===== src/rtl/pts_tx_ctrl.sv =====
// Transmit sequencer for a parallel-to-serial shift register.
// Captures a word on handshake, loads it, then paces NUM_BITS shift strobes.
module pts_tx_ctrl #(
  parameter int NUM_BITS   = 8,
  parameter int BIT_PERIOD = 1
) (
  input  logic                clk,
  input  logic                n_rst,
  input  logic                tx_valid,
  input  logic [NUM_BITS-1:0] tx_data,
  input  logic                stall,
  output logic                tx_ready,
  output logic [NUM_BITS-1:0] pts_data,
  output logic                load_enable,
  output logic                shift_enable,
  output logic                busy,
  output logic                byte_done
);

  localparam int PW = (BIT_PERIOD > 1) ? $clog2(BIT_PERIOD) : 1;
  localparam int BW = $clog2(NUM_BITS + 1);
  localparam logic [PW-1:0] PER_MAX = PW'(BIT_PERIOD - 1);
  localparam logic [BW-1:0] BIT_MAX = BW'(NUM_BITS - 1);

  typedef enum logic [1:0] {
    IDLE,
    LOAD,
    SHIFT,
    DONE
  } state_t;

  state_t        state;
  state_t        state_nx;
  logic [PW-1:0] per_cnt;
  logic [PW-1:0] per_nx;
  logic [BW-1:0] bit_cnt;
  logic [BW-1:0] bit_nx;
  logic          xfer;

  always_ff @(posedge clk) begin
    if (!n_rst) begin
      state    <= IDLE;
      pts_data <= '0;
      per_cnt  <= '0;
      bit_cnt  <= '0;
    end else begin
      state   <= state_nx;
      per_cnt <= per_nx;
      bit_cnt <= bit_nx;
      if (xfer) pts_data <= tx_data;
    end
  end

  always_comb begin
    state_nx     = state;
    per_nx       = per_cnt;
    bit_nx       = bit_cnt;
    load_enable  = 1'b0;
    shift_enable = 1'b0;
    busy         = 1'b0;
    byte_done    = 1'b0;
    tx_ready     = (state == IDLE) || (state == DONE);
    xfer         = tx_valid && tx_ready;
    unique case (state)
      IDLE: begin
        if (xfer) state_nx = LOAD;
      end
      LOAD: begin
        load_enable = 1'b1;
        busy        = 1'b1;
        per_nx      = '0;
        bit_nx      = '0;
        state_nx    = SHIFT;
      end
      SHIFT: begin
        busy = 1'b1;
        // stall freezes both counters so every later event slips one cycle
        if (!stall) begin
          if (per_cnt == PER_MAX) begin
            shift_enable = 1'b1;
            per_nx       = '0;
            bit_nx       = bit_cnt + 1'b1;
            if (bit_cnt == BIT_MAX) state_nx = DONE;
          end else begin
            per_nx = per_cnt + 1'b1;
          end
        end
      end
      DONE: begin
        byte_done = 1'b1;
        state_nx  = xfer ? LOAD : IDLE;
      end
      default: state_nx = IDLE;
    endcase
  end

endmodule


===== config.mk =====
export PLATFORM = sky130hd
export DESIGN_NAME = pts_tx_ctrl
export DESIGN_NICKNAME = d
export VERILOG_FILES = /design/src/rtl/pts_tx_ctrl.sv
export SDC_FILE = /design/constraint.sdc
export NUM_CORES = 1
export LEC_CHECK = 0
export BUFFER_PORTS_ARGS = -buffer_cell sky130_fd_sc_hd__buf_2
export CAP_MARGIN = 10
export CORE_ASPECT_RATIO = 1.1
export CORE_MARGIN = 8
export CORE_UTILIZATION = 41
export CTS_CLUSTER_DIAMETER = 150
export DETAILED_ROUTE_END_ITERATION = 10
export PLACE_DENSITY = 0.71
export SYNTH_ARGS = -nofsm -noshare
export SYNTH_HDL_FRONTEND = slang
export SYNTH_SLANG_ARGS = --single-unit

===== constraint.sdc =====
create_clock -name clk -period 1.5 [get_ports clk]
set_input_delay 0.3 -clock clk [delete_from_list [all_inputs] [get_ports clk]]
set_output_delay 0.3 -clock clk [all_outputs]
set_load 0.05 [all_outputs]

Word-level counts from Yosys, hierarchy flattened
Index checks and enable logic that the tools add are counted.
- flip-flop bits (word level): 15
- latch bits: 0
- RAM bits: 0
- bits in read-only memories: 0
- input port bits: 12
- output and inout port bits: 13
- logic and storage cells: 40
- memories kept: 0
- add/subtract/negate cells: 2
- multipliers: 0
- divide/modulo/power cells: 0
- $lt $le $gt $ge: 0
- eq/ne operators: 8
- shift operators: 0
- mux-type cells: 18
- bitwise operators: 0
- reductions and logical operators: 8
- operators with widths (cell ; count):
    $mux W1 ; 9
    $mux W2 ; 4
    $mux W4 ; 2
    $ne A2 B2 Y1 const B ; 4
    $pmux W2 S4 ; 1
    $pmux W4 S2 ; 1
    $add A4 B1 Y4 const B ; 1
    $eq A2 B2 Y1 const B ; 2
    $eq A4 B3 Y1 const B ; 1
    $reduce_and A4 Y1 ; 1
    $reduce_and A3 Y1 ; 1
    $eq A2 B1 Y1 const B ; 1
    $logic_not A2 Y1 ; 1
    $pmux W1 S2 ; 1
    $reduce_and A2 Y1 ; 1
    $reduce_bool A2 Y1 ; 1
    $reduce_or A2 Y1 ; 1
    $add A1 B1 Y1 const B ; 1
    $logic_and A1 B1 Y1 ; 1
    $logic_or A1 B1 Y1 ; 1

Logic depth before layout (Yosys ltp)
- depth in word-level cells: 5
- gate-level depth with buffers: 7
- mapped depth without buffers: 6

Worst setup path after synthesis
No wires, ideal clock.
- path kind: reg-to-reg
- from: register state[1]
- to: register state[0]
- setup time: 0.134 ns
- data arrival time: 1.704 ns
- required time: 1.366 ns
- path slack: -0.338 ns
- cell stages (with the launch flop): 8
- buffers on the path: 1
- period minus slack after synthesis: 1.838 ns
- cell sequence: dfxtp_1 > inv_1 > ha_1 > nand2b_1 > clkbuf_1 > nand2_1 > a21oi_1 > a311oi_1
- cells in the longest elaborated chain, start to end: 5
- elaborated cells on any way between the ends: 13
- classes of those cells: eq/ne: 7; mux: 2; reduce/logical: 4
- RTL lines (what ; line ; text):
    start: declaration ; 32 ; state_t state;
    start signal: assignment ; 47 ; state <= state_nx;
    $eq A2 B2 Y1 / $logic_not A2 Y1 (equally long branches) ; 62, 64 ;
    $logic_or A1 B1 Y1 ; 62 ; tx_ready = (state == IDLE) || (state == DONE);
    $logic_and A1 B1 Y1 ; 63 ; xfer = tx_valid && tx_ready;
    $mux W1 / $ne A2 B2 Y1 (equally long branches) ; -- ;
    $pmux W2 S4 / $reduce_and A4 Y1 (equally long branches) ; -- ;
Parallel ways exist; a longest one is shown, timed or not.
A chain may end at the register's enable or synchronous reset.

Worst setup path after layout
- from: register state[1]
- to: output tx_ready
- cells in the longest elaborated chain, start to end: 2
- elaborated cells on any way between the ends: 3
- classes of those cells: eq/ne: 1; reduce/logical: 2
- RTL lines (what ; line ; text):
    $eq A2 B2 Y1 / $logic_not A2 Y1 (equally long branches) ; 62 ;
    $logic_or A1 B1 Y1 (*) ; 62 ;
    end: declaration ; 12 ; output logic tx_ready,
Every way passes the cells marked *; elsewhere a longest branch is shown, timed or not.

==> out/summary.txt <==
Synth Flop Type: dfxtp_1
Via count: 642
Final Hold Viols: 0
Gpl congestion: 0.794
Reg area: 287 um^2
Pleak: 0.422 nW
Final Critical Period: 1.47 ns
Hold_buf cts: 0
Core box area: 0.00154 mm^2
Wire length per cell: 12.6 um
FILL cells: 143
Critical Path Start Type: register
Slew of the pin with the lowest slew margin: 0.369 ns
Global-route wire length before repair: 2500 um
Top layer in use: met4
Total I/O pin count: 25
Post-DRT Antenna Nets: 0
Skew-Pair Late Insertion Delay: 0.26 ns
Drt total wl: 1610 um
GRT Total Usage: 10.3%
Tot Pwr: 0.00158 W
Layout cells sized above 1: 39.6%
Worst Setup End Kind: output port
Synth Instances: 81
Metal2 WL: 763 um
Largest net degree at the start of global routing: 13
CP arrival: 1.17 ns
Nets@finish: 130
Die Ht: 58.3 um
Post-DR vias/cell: 5.02
Initial antenna violation count: 0
Max IR drop VDD: 0.00124 V
Gr ovfl total: 0
Synth cell types: 23
Synth top area cells: dfxtp_1 42%, nand2_1 10%, a21oi_1 9.8%
Slew Limit Headroom: 75.4%
Number of global-route vias before repair: 598
Syn avg cell area: 8.22 um^2
Worst Path Required: 1.20 ns
Multi-input gate area: 380 um^2
Pre-CTS setup slack: 0.0849 ns
Area Overhead vs Synth: 39.1%
FFs w/ async S/R, synth: 0%
Die width: 54.4 um
Cell row count: 15
Clk slew on worst S/H paths: 0.08 ns
H-tree depth: 1
CTS tree: yes
Syn_nets: 98
Starting Density: 43.3%
Final period utilization: 98.1%
Die Footprint: 0.00317 mm^2
Cell Area, Synth: 666 um^2
Status: finished, final reports clean
Count of endpoints failing setup in the final report: 0
First-pass DRT Iterations: 4
Cell Pwr Density: 1710 mW/mm^2
DR iter-0 viols: 20
Max Fanout on Critical Path: 5
Worst setup margin: 0.0281 ns
Bufs on Longest Clock Path: 2
Synthesis Warnings: 0
Min-delay worst type: input pin to register
PortBufs: 24
M1 wire length: 682 um
Max Cap Violations: 0
WL met3: 135 um
Yosys top cell area share: 42.1%
ANT cells: 0
Kind of critical path: register to output port
Hold_ws: 0.264 ns
HPWL Detailed: 1240 um
Cell taking the most area after synthesis: dfxtp_1
Clock skew: 0.00135 ns
Clk root buf: clkbuf_4
Post-synthesis sequential area ratio: 42.1%
Register bit count reported by yosys: 14
Inserted Clock Buffers: 3
Max frequency: 0.679 GHz
Residual DRC: 0
Num Clock Sinks: 14
Slew Viols, Final: 0
Synth top cells by count: 18 x nand2_1, 14 x dfxtp_1, 13 x a21oi_1
EDFF count, synth: 0
Unrepaired setup endpoints after global routing: true
Most frequent cell after synthesis: nand2_1
sequential cells by signal, summed over array words and instances (netlist names):
register  cells
pts_data      8
bit_cnt       4
state         2
logic make-up after synthesis:
| group | count (synthesis) | share of synthesized area, % |
|---|---|---|
| AOI/OAI and AO/OA | 20 | 19.5 |
| adders and majority gates | 5 | 9.40 |
| buffers and inverters | 9 | 5.07 |
| DFF | 14 | 42.1 |
| muxes | 1 | 1.50 |
| and+or+nand+nor | 32 | 22.4 |
layout make-up:
class | instances | area share [%]
clock buffers | 3 | 2.43
multi-input cells | 58 | 41.1
well taps | 17 | 2.30
flip-flops and latches | 14 | 30.9
repair buffers | 30 | 20.8
inverters | 6 | 2.43
per-stage QoR:
stage	instance area, um^2	instances	setup TNS (ns)	utilization, %
floorplan	686	81	-0.0314	-
global placement	845	123	0	54.9
detailed placement	845	123	0	54.9
CTS	893	126	-0.00246	58.0
global route	926	128	-0.0286	60.2
finish	926	128	0	60.2
critical path, cell delays in order (launching register included):
cell	delay (ns)
dfxtp_4	0.38
inv_2	0.06
ha_4	0.28
inv_2	0.04
buf_6	0.14
where the power goes:
group	switching, W	leakage, nW	internal (W)
logic	0.000598	0.292	0.000330
registers	0.0000284	0.116	0.000428
clock network	0.000106	0.0138	0.0000926
total	0.000733	0.422	0.000851
final timing paths:
check / cells past startpoint / endpoint / slack (ns) / from
max reg2reg: 5 / state[1] / 0.07 / bit_cnt[1]
max: 4 / tx_ready / 0.03 / state[1]
min reg2reg: 2 / pts_data[6] / 0.45 / pts_data[6]
min: 3 / pts_data[0] / 0.26 / tx_data[0]
layer usage:
| metal | vias up | GRT usage, % |
|---|---|---|
| li1 | 334 | - |
| met1 | 287 | 12.2 |
| met2 | 19 | 16.4 |
| met3 | 2 | 1.53 |
| met4 | 0 | 6.34 |
| met5 | - | 0 |
what timing repair did:
action                                  4_1_cts  5_1_grt
endpoints found under the setup margin        4        5
buffers inserted                              0        2
gates resized for setup                      12        6
pin swaps                                     0        3
cells in the final DEF, fill, tap and decap left out, drive strengths merged:
master  instances
o21ai           1
mux2i           1
ha              5
a21o            1
o31ai           1
and2            1
nand2          18
and3            1
o22ai           1
nand2b          4
clkbuf          3
buf            30
and2b           1
dfxtp          14
nor2b           1
a311oi          2
nand4           1
nand3           1
a22oi           1
nor2            3
a21oi          13
inv             6
or2             1
(Power assumes the default switching activity.)
